**src/rtl/ahb_apb_pkg.sv**
```systemverilog
// rtl/ahb_apb_pkg.sv - shared types and response constants for the AHB-to-APB bridge front-end
package ahb_apb_pkg;

    typedef enum logic [1:0] {
        TR_IDLE   = 2'b00,
        TR_BUSY   = 2'b01,
        TR_NONSEQ = 2'b10,
        TR_SEQ    = 2'b11
    } htrans_e;

    typedef enum logic [1:0] {
        RESP_OKAY  = 2'b00,
        RESP_ERROR = 2'b01
    } hresp_e;

    typedef enum logic [1:0] {
        ST_IDLE = 2'b00,
        ST_ERR1 = 2'b01,
        ST_ERR2 = 2'b10
    } err_state_e;

    localparam logic [1:0] HRESP_OKAY  = 2'b00;
    localparam logic [1:0] HRESP_ERROR = 2'b01;

endpackage

```
**src/rtl/ahb_slave_if_param_if.sv**
```systemverilog
// rtl/ahb_slave_if_param_if.sv - AHB-Lite slave side bus bundle with master/slave modports
interface ahb_slave_if_param_if #(
    parameter int ADDR_W  = 32,
    parameter int DATA_W  = 32,
    parameter int NUM_SLV = 3
);
    logic               Hwrite;
    logic               Hreadyin;
    logic [1:0]         Htrans;
    logic [2:0]         Hsize;
    logic [ADDR_W-1:0]  Haddr;
    logic [DATA_W-1:0]  Hwdata;
    logic [DATA_W-1:0]  Prdata;
    logic               valid;
    logic [ADDR_W-1:0]  Haddr1;
    logic [ADDR_W-1:0]  Haddr2;
    logic [DATA_W-1:0]  Hwdata1;
    logic [DATA_W-1:0]  Hwdata2;
    logic               Hwritereg;
    logic [NUM_SLV-1:0] tempselx;
    logic               Hreadyout;
    logic [1:0]         Hresp;
    logic [DATA_W-1:0]  Hrdata;

    modport slave (
        input  Hwrite, Hreadyin, Htrans, Hsize, Haddr, Hwdata, Prdata,
        output valid, Haddr1, Haddr2, Hwdata1, Hwdata2, Hwritereg,
               tempselx, Hreadyout, Hresp, Hrdata
    );

    modport master (
        output Hwrite, Hreadyin, Htrans, Hsize, Haddr, Hwdata, Prdata,
        input  valid, Haddr1, Haddr2, Hwdata1, Hwdata2, Hwritereg,
               tempselx, Hreadyout, Hresp, Hrdata
    );
endinterface

```
**src/rtl/ahb_slot_decode.sv**
```systemverilog
// rtl/ahb_slot_decode.sv - combinational decode of NUM_SLV equal power-of-two APB slots
module ahb_slot_decode
    import ahb_apb_pkg::*;
#(
    parameter int                ADDR_W    = 32,
    parameter int                NUM_SLV   = 3,
    parameter logic [ADDR_W-1:0] BASE_ADDR = ADDR_W'(32'h8000_0000),
    parameter logic [ADDR_W-1:0] SLOT_SIZE = ADDR_W'(32'h0400_0000)
) (
    input  logic [ADDR_W-1:0]  haddr_i,
    output logic               hit_o,
    output logic [NUM_SLV-1:0] tempselx_o
);
    localparam int SHIFT = $clog2(SLOT_SIZE);
    localparam int EW    = ADDR_W + 5;

    // End of the decoded window is computed wide, then clipped to the top of the address space.
    localparam logic [EW-1:0]     TOP_EXT = EW'(1) << ADDR_W;
    localparam logic [EW-1:0]     END_RAW = EW'(BASE_ADDR) + EW'(NUM_SLV) * EW'(SLOT_SIZE);
    localparam logic [EW-1:0]     END_CLP = (END_RAW > TOP_EXT) ? TOP_EXT : END_RAW;
    localparam logic [ADDR_W:0]   END_A   = END_CLP[ADDR_W:0];
    localparam logic [ADDR_W:0]   BASE_A  = {1'b0, BASE_ADDR};

    logic [ADDR_W:0]   addr_a;
    logic [ADDR_W-1:0] offset;
    logic [ADDR_W-1:0] slot_idx;

    assign addr_a   = {1'b0, haddr_i};
    assign offset   = haddr_i - BASE_ADDR;
    assign slot_idx = offset >> SHIFT;
    assign hit_o    = (addr_a >= BASE_A) && (addr_a < END_A);

    always_comb begin
        tempselx_o = '0;
        for (int i = 0; i < NUM_SLV; i++) begin
            tempselx_o[i] = hit_o && (slot_idx == ADDR_W'(i));
        end
    end
endmodule

```
**src/rtl/ahb_slave_if_param.sv**
```systemverilog
// rtl/ahb_slave_if_param.sv - AHB-Lite slave front-end: slot decode, pipeline, two-cycle ERROR FSM
// Optional: AHB_ALIGN_CHECK_EN adds alignment/size qualification of hits.
module ahb_slave_if_param
    import ahb_apb_pkg::*;
#(
    parameter int                ADDR_W    = 32,
    parameter int                DATA_W    = 32,
    parameter int                NUM_SLV   = 3,
    parameter logic [ADDR_W-1:0] BASE_ADDR = ADDR_W'(32'h8000_0000),
    parameter logic [ADDR_W-1:0] SLOT_SIZE = ADDR_W'(32'h0400_0000)
) (
    input  logic                 Hclk,
    input  logic                 Hresetn,
    ahb_slave_if_param_if.slave  bus
);
    logic               xfer;
    logic               addr_hit;
    logic               hit;
    logic [NUM_SLV-1:0] sel_raw;
    err_state_e         state_q, state_d;
    logic [1:0]         hresp;
    logic               hreadyout;
    logic [ADDR_W-1:0]  haddr1_q, haddr2_q;
    logic [DATA_W-1:0]  hwdata1_q, hwdata2_q;
    logic               hwritereg_q;

    ahb_slot_decode #(
        .ADDR_W    (ADDR_W),
        .NUM_SLV   (NUM_SLV),
        .BASE_ADDR (BASE_ADDR),
        .SLOT_SIZE (SLOT_SIZE)
    ) u_decode (
        .haddr_i    (bus.Haddr),
        .hit_o      (addr_hit),
        .tempselx_o (sel_raw)
    );

`ifdef AHB_ALIGN_CHECK_EN
    localparam int MAX_SIZE = $clog2(DATA_W / 8);
    logic [ADDR_W-1:0] align_mask;
    logic              aligned;
    assign align_mask = ~({ADDR_W{1'b1}} << bus.Hsize);
    assign aligned    = ((bus.Haddr & align_mask) == '0) && (bus.Hsize <= 3'(MAX_SIZE));
    assign hit        = addr_hit & aligned;
`else
    logic unused_hsize;
    assign unused_hsize = ^bus.Hsize;
    assign hit          = addr_hit;
`endif

    assign xfer         = bus.Hreadyin & bus.Htrans[1];
    // ERR1 is the stalled error cycle; anything on the bus then is not a real transfer.
    assign bus.valid    = Hresetn & xfer & hit & (state_q != ST_ERR1);
    assign bus.tempselx = (Hresetn & hit) ? sel_raw : '0;
    assign bus.Hrdata   = bus.Prdata;

    always_ff @(posedge Hclk or negedge Hresetn) begin
        if (!Hresetn) begin
            haddr1_q    <= '0;
            haddr2_q    <= '0;
            hwdata1_q   <= '0;
            hwdata2_q   <= '0;
            hwritereg_q <= 1'b0;
        end else if (bus.Hreadyin) begin
            haddr1_q    <= bus.Haddr;
            haddr2_q    <= haddr1_q;
            hwdata1_q   <= bus.Hwdata;
            hwdata2_q   <= hwdata1_q;
            hwritereg_q <= bus.Hwrite;
        end
    end

    assign bus.Haddr1    = haddr1_q;
    assign bus.Haddr2    = haddr2_q;
    assign bus.Hwdata1   = hwdata1_q;
    assign bus.Hwdata2   = hwdata2_q;
    assign bus.Hwritereg = hwritereg_q;

    always_ff @(posedge Hclk or negedge Hresetn) begin
        if (!Hresetn) state_q <= ST_IDLE;
        else          state_q <= state_d;
    end

    always_comb begin
        state_d   = state_q;
        hresp     = HRESP_OKAY;
        hreadyout = 1'b1;
        case (state_q)
            ST_IDLE: begin
                if (xfer && !hit) state_d = ST_ERR1;
            end
            ST_ERR1: begin
                hresp     = HRESP_ERROR;
                hreadyout = 1'b0;
                state_d   = ST_ERR2;
            end
            ST_ERR2: begin
                hresp   = HRESP_ERROR;
                state_d = (xfer && !hit) ? ST_ERR1 : ST_IDLE;
            end
            default: state_d = ST_IDLE;
        endcase
    end

    assign bus.Hresp     = hresp;
    assign bus.Hreadyout = hreadyout;
endmodule

```
**src/flat_wrapper.sv**
```systemverilog
// flat-port wrapper written by rule: the top's interface ports become plain ports
module ahb_slave_if_param_flat import ahb_apb_pkg::*;
#(
    parameter int                ADDR_W    = 32,
    parameter int                DATA_W    = 32,
    parameter int                NUM_SLV   = 3,
    parameter logic [ADDR_W-1:0] BASE_ADDR = ADDR_W'(32'h8000_0000),
    parameter logic [ADDR_W-1:0] SLOT_SIZE = ADDR_W'(32'h0400_0000)
)
  (Hclk, Hresetn, bus_Hwrite, bus_Hreadyin, bus_Htrans, bus_Hsize, bus_Haddr, bus_Hwdata, bus_Prdata, bus_valid, bus_Haddr1, bus_Haddr2, bus_Hwdata1, bus_Hwdata2, bus_Hwritereg, bus_tempselx, bus_Hreadyout, bus_Hresp, bus_Hrdata);
  ahb_slave_if_param_if #(.ADDR_W(ADDR_W), .DATA_W(DATA_W), .NUM_SLV(NUM_SLV)) bus_i ();
  input  logic Hclk;
  input  logic Hresetn;
  input wire logic [$bits(bus_i.Hwrite)-1:0] bus_Hwrite;
  input wire logic [$bits(bus_i.Hreadyin)-1:0] bus_Hreadyin;
  input wire logic [$bits(bus_i.Htrans)-1:0] bus_Htrans;
  input wire logic [$bits(bus_i.Hsize)-1:0] bus_Hsize;
  input wire logic [$bits(bus_i.Haddr)-1:0] bus_Haddr;
  input wire logic [$bits(bus_i.Hwdata)-1:0] bus_Hwdata;
  input wire logic [$bits(bus_i.Prdata)-1:0] bus_Prdata;
  output wire logic [$bits(bus_i.valid)-1:0] bus_valid;
  output wire logic [$bits(bus_i.Haddr1)-1:0] bus_Haddr1;
  output wire logic [$bits(bus_i.Haddr2)-1:0] bus_Haddr2;
  output wire logic [$bits(bus_i.Hwdata1)-1:0] bus_Hwdata1;
  output wire logic [$bits(bus_i.Hwdata2)-1:0] bus_Hwdata2;
  output wire logic [$bits(bus_i.Hwritereg)-1:0] bus_Hwritereg;
  output wire logic [$bits(bus_i.tempselx)-1:0] bus_tempselx;
  output wire logic [$bits(bus_i.Hreadyout)-1:0] bus_Hreadyout;
  output wire logic [$bits(bus_i.Hresp)-1:0] bus_Hresp;
  output wire logic [$bits(bus_i.Hrdata)-1:0] bus_Hrdata;
  assign bus_i.Hwrite = bus_Hwrite;
  assign bus_i.Hreadyin = bus_Hreadyin;
  assign bus_i.Htrans = bus_Htrans;
  assign bus_i.Hsize = bus_Hsize;
  assign bus_i.Haddr = bus_Haddr;
  assign bus_i.Hwdata = bus_Hwdata;
  assign bus_i.Prdata = bus_Prdata;
  assign bus_valid = bus_i.valid;
  assign bus_Haddr1 = bus_i.Haddr1;
  assign bus_Haddr2 = bus_i.Haddr2;
  assign bus_Hwdata1 = bus_i.Hwdata1;
  assign bus_Hwdata2 = bus_i.Hwdata2;
  assign bus_Hwritereg = bus_i.Hwritereg;
  assign bus_tempselx = bus_i.tempselx;
  assign bus_Hreadyout = bus_i.Hreadyout;
  assign bus_Hresp = bus_i.Hresp;
  assign bus_Hrdata = bus_i.Hrdata;
  ahb_slave_if_param #(.ADDR_W(ADDR_W), .DATA_W(DATA_W), .NUM_SLV(NUM_SLV), .BASE_ADDR(BASE_ADDR), .SLOT_SIZE(SLOT_SIZE)) u_core (.Hclk(Hclk), .Hresetn(Hresetn), .bus(bus_i));
endmodule
```
**config.mk**
```make
export PLATFORM = sky130hd
export DESIGN_NAME = ahb_slave_if_param_flat
export DESIGN_NICKNAME = d
export VERILOG_FILES = /design/src/rtl/ahb_apb_pkg.sv /design/src/rtl/ahb_slave_if_param_if.sv /design/src/rtl/ahb_slot_decode.sv /design/src/rtl/ahb_slave_if_param.sv /design/src/flat_wrapper.sv
export SDC_FILE = /design/constraint.sdc
export NUM_CORES = 1
export LEC_CHECK = 0
export ABC_AREA = 0
export CORE_MARGIN = 2
export CORE_UTILIZATION = 44
export DETAILED_ROUTE_END_ITERATION = 8
export HOLD_SLACK_MARGIN = 0.15
export PLACE_DENSITY = 0.86
export SLEW_MARGIN = 15
export SYNTH_ARGS = -nofsm -noshare
export SYNTH_HDL_FRONTEND = slang
export SYNTH_SLANG_ARGS = --single-unit
```
**constraint.sdc**
```tcl
create_clock -name Hclk -period 2.8 [get_ports Hclk]
set_input_delay 0.7 -clock Hclk [delete_from_list [all_inputs] [get_ports Hclk]]
set_output_delay 0.7 -clock Hclk [all_outputs]
set_load 0.02 [all_outputs]
```
* Yosys cells after proc, flatten, opt, wreduce, memory -nomap -nowiden
Index checks and enable logic that the tools add are counted.
Word-level totals: flip-flop bits (word level) 131, bits of input ports 105, output and inout bits 168, logic and storage cells 35
Cells by class: add/sub/neg operators 1, order comparisons 2, eq/ne operators 6, muxes and demuxes 6, bitwise logic cells 5, reduce and logical (&&, ||, !) cells 9
Operators with widths (number):
- greater-or-equal comparator 32 bit, second input constant | 1
- logical NOT 32 bit | 1
- < comparator 32 bit, second input constant | 1
- subtractor 32 bit, second input constant | 1
- equality test 6 x 1 -> 1 bit, second input constant | 1
- equality test 6 x 2 -> 1 bit, second input constant | 1
- case mux 2 bit (3 select lines) | 1
- bitwise AND 1 bit | 5
- logical AND 1 bit | 5
- != test 2 x 1 -> 1 bit, second input constant | 2
- 2-to-1 mux 1 bit | 3
- 2-to-1 mux 3 bit | 1
- equality test 2 x 1 -> 1 bit, second input constant | 1
- equality test 2 bit, second input constant | 1
- logical NOT 2 bit | 1
- 2-to-1 mux 2 bit | 1
- OR reduction 2 bit | 1
- logical NOT 1 bit | 1

* Logic depth before layout (Yosys ltp)
depth after elaboration 6, gate-level depth with buffers 5, mapped depth without buffers 5

* Modules after synthesis
From an unflattened synthesis, not the netlist that was laid out.
Second synthesis, totals: cell total of the unflattened synthesis 334, area total of the unflattened synthesis 5793.1 um^2
Modules (own cells, without submodules):
- ahb_slave_if_param | times used 1, cells each 329, area an instance 5744.3 um^2, seq. area each 3278.1 um^2
- ahb_slot_decode | times used 1, cells each 5, area an instance 48.8 um^2, seq. area each 0.0 um^2

* Worst setup path after synthesis
OpenSTA, ideal clock, no wires.
kind input -> output, from in bus_Haddr[30], to out bus_valid, arrival time 1.642 ns, required time 2.100 ns, slack 0.458 ns, cell stages on the path 3, buffers on the path 0, cells stage by stage nor4b_4 -> nand3_1 -> nor3_1
On the way: longest elaborated chain between the ends 4, elaborated cells between the ends (all ways) 5, classes of those cells order compare (2); bitwise (2); reduce/logical (1)
Ends and longest elaborated chain:
- start, declared | RTL line flat_wrapper.sv:18 | input wire logic [$bits(bus_i.Haddr)-1:0] bus_Haddr;
- greater-or-equal comparator 32 bit / < comparator 32 bit (equally long branches) | RTL line ahb_slot_decode.sv:31 | assign hit_o = (addr_a >= BASE_A) && (addr_a < END_A);
- logical AND 1 bit * | RTL line ahb_slot_decode.sv:31
- bitwise AND 1 bit * (2 in a row) | RTL line ahb_slave_if_param.sv:53 | assign bus.valid = Hresetn & xfer & hit & (state_q != ST_ERR1);
- end, declared | RTL line flat_wrapper.sv:21 | output wire logic [$bits(bus_i.valid)-1:0] bus_valid;
Every way passes the cells marked *; elsewhere a longest branch is shown, timed or not.

* Final worst setup path
from in bus_Haddr[29], to out bus_valid
The elaborated chain is that of the path after synthesis.

==> results.json <==
{
  "maxCapViolCount": 0,
  "viasPerCell": 4.780,
  "postRouteAntennaNets": 0,
  "synth-edff-count": 0,
  "via_count": 3375,
  "p_leak_nw": 3.681,
  "rows": 41,
  "worstSetupPathType": "input port to output pin",
  "cts_max_level": 4,
  "cts-root-buf": "clkbuf_16",
  "start_util": 0.4508,
  "crit_path_start_kind": "input port",
  "post-dp-hpwl_microns": 8692,
  "synth-main-ff-cell": "dfrtp_1",
  "swShare": 0.2593,
  "p_comb_frac": 0.248,
  "crit_family": "buffers and inverters",
  "clk_pin_slew_ns": 0.05,
  "drt_first_iter_violations": 149,
  "whs_ns": 0.4542,
  "grt_overflow_total": 0,
  "seq_power_share": 0.387,
  "placedCellCount": 677,
  "netlist_area_sq_um": 5689,
  "synth-seq-cells": 131,
  "final_cell_count_no_fill": 706,
  "period_needed_ns": 2.717,
  "die_h_microns": 117.7,
  "wire_per_inst_microns": 17.12,
  "place_ws_ns": -0.2702,
  "cts_buffer_depth": 2,
  "use_met3": 0.07316,
  "fin_skew_ns": 0.005604,
  "critical_path_buf_inv_count": 3,
  "antenna_found_initial": 0,
  "critPathMaxFanout": 2,
  "yosysSeqAreaShare": 0.5762,
  "synthTopCellsByArea": "dfrtp_1, mux2_4, mux2_2",
  "port_buffers": 203,
  "gp_congestion": 0.7823,
  "vdd_drop_max_mv": 0.4498,
  "status": "finished, final reports clean",
  "worst_pin_slew_ns": 0.9163,
  "fin_nets": 634,
  "first_global_vias": 3740,
  "p_per_area_nw_per_um2": 728.4,
  "cts_tree": "built",
  "rrSetupSlack_ns": 1.58,
  "clockPowerShare": 0.365,
  "synth_nets": 450,
  "clock_latency_ns": 0.40,
  "yosysTopAreaCell": "dfrtp_1",
  "report.final.setup_viol": 0,
  "core-area_sq_um": 12620,
  "die_x_microns": 117.7,
  "worstPathRequired_ns": 2.10,
  "synthTopCellsByCount": "dfrtp_1, mux2_4, mux2_2",
  "gr-usage-met1": 0.2178,
  "crit_slowest_cell": "clkdlybuf4s50_1",
  "synth_most_common_cell": "dfrtp_1",
  "power.internal_mw": 4.431,
  "grt_util_met2": 0.2867,
  "finalPower_mw": 5.982,
  "grt_pass1_wl_microns": 19770,
  "die_area_sq_um": 13860,
  "pin_count": 273,
  "grt_setup_unrepaired": "false",
  "async_flop_share": 1.000,
  "crit_top_cell": "buf_4",
  "final_max_slew_viol_count": 0,
  "final_util": 0.6508,
  "hold_buffers": 0,
  "synth_cell_types": 24,
  "n_antenna_cell": 0,
  "busiest_layer": "met2",
  "wl_microns": 12090,
  "relSlewSlack": 0.3891,
  "yosys_warnings": 0,
  "grt_usage": 0.1814,
  "synth_top_cell_area_share": 0.5762,
  "firstDrtPassIters": 4,
  "cp-end-kind": "output pin",
  "cp_data_arrival_time_ns": 2.02,
  "max_freq_mhz": 368.0,
  "drive_above_1_share": 0.3258,
  "hold_viol_final": 0,
  "fin_ws_ns": 0.08269,
  "switching_power_mw": 1.551,
  "grt_max_degree": 76,
  "worstPathCellList": "clkdlybuf4s50_1 > buf_4 > nor4b_4 > nand3_1 > nor3_1 > buf_4",
  "slowest_delay_ns": 0.43,
  "avgSynthCellArea_sq_um": 16.73,
  "hp-class": "input port to asynchronous set/reset pin",
  "cts_buffers": 17,
  "drcViolationCount": 0,
  "cts.sinks": 131,
  "finalCritPeriodShare": 0.9705,
  "syn_to_final_growth_pct": 44.36,
  "synthCells": 340
}
[logic make-up after synthesis]
logic type      after synthesis  share of synthesized area
compound gates                4                   0.005280
flops                       131                     0.5762
buf+inv                      52                    0.07213
other cells                   1                  0.0006591
fa+ha+maj                     5                    0.01100
simple gates                 17                    0.01825
mux                         130                     0.3165
[metrics by stage]
step                instance area [sq um]  TNS (ns)
finish                               8213         0
global placement                     7629   -0.6984
floorplan                            5689         0
CTS                                  8220         0
global route                         8213         0
detailed placement                   7629   -0.7054
[worst register-to-register path, delay by kind of cell, from the launching register on]
kind | cells | cell delay, ns
flops | 1 | 0.42
compound gates | 1 | 0.14
buf+inv | 1 | 0.10
simple gates | 2 | 0.24
fa+ha+maj | 1 | 0.21
[cell usage in the layout, fill, tap and decap left out, types with 2 or more instances in the layout]
cell	instances
nand2_1	5
bufinv_16	2
dfrtp_1	131
clkbuf_8	7
clkinv_2	2
nor3_1	2
inv_1	4
clkbuf_2	2
nor4_1	2
buf_6	2
nand3_1	3
clkdlybuf4s50_1	197
ha_1	5
mux2_2	39
buf_4	10
mux2_4	90
clkbuf_16	17
[layer usage]
metal  share of wire  wire [microns]  vias up
met2            0.48            5822      147
met1            0.42            5017     1681
met3           0.081             978       38
met5               0               0        -
li1                -               -     1509
met4           0.022             269        0
[what timing repair did]
| item | in CTS | in global routing |
|---|---|---|
| setup buffers | 0 | 0 |
| endpoints found under the setup margin | 3 | 2 |
| gates resized for setup | 3 | 6 |
[flip-flops by register name (all words and copies together) (netlist names)]
register	cells
u_core.state_q	2
u_core.bus.Haddr1	32
u_core.bus.Hwdata1	32
u_core.bus.Hwdata2	32
u_core.bus.Haddr2	32
u_core.bus.Hwritereg	1
[power groups by stage]
stage,Sequential [mW],Combinational [mW],Clock (mW)
after global placement,2.33,1.47,0
after CTS,2.32,1.50,2.24
after floorplan,2.61,0.545,0
final,2.32,1.48,2.18
after global routing,2.35,1.56,2.34
after detailed placement,2.35,1.49,0
[layout make-up]
type                            count  area (sq um)
Clock buffer                       25         525.5
Clock inverter                      4         70.07
Fill cell                         938          4407
Inverter                            4         15.01
Multi-Input combinational cell    157          2001
Sequential cell                   131          3278
Tap cell                          172         215.2
Timing Repair Buffer              213          2108
[final timing paths]
path                                             start                     end  depth (start not counted)
min in group Hclk               u_core.bus.Hwdata2[22]  u_core.bus.Hwdata2[22]                          1
worst max-delay path                     bus_Haddr[29]               bus_valid                          6
max in group asynchronous                      Hresetn  u_core.bus.Hwdata2[27]                          2
worst max register to register       u_core.state_q[1]       u_core.state_q[1]                          5
worst min-delay path                           Hresetn   u_core.bus.Haddr1[31]                          2
worst min register to register  u_core.bus.Hwdata2[22]  u_core.bus.Hwdata2[22]                          1
Power figures use the tool's default switching activity.
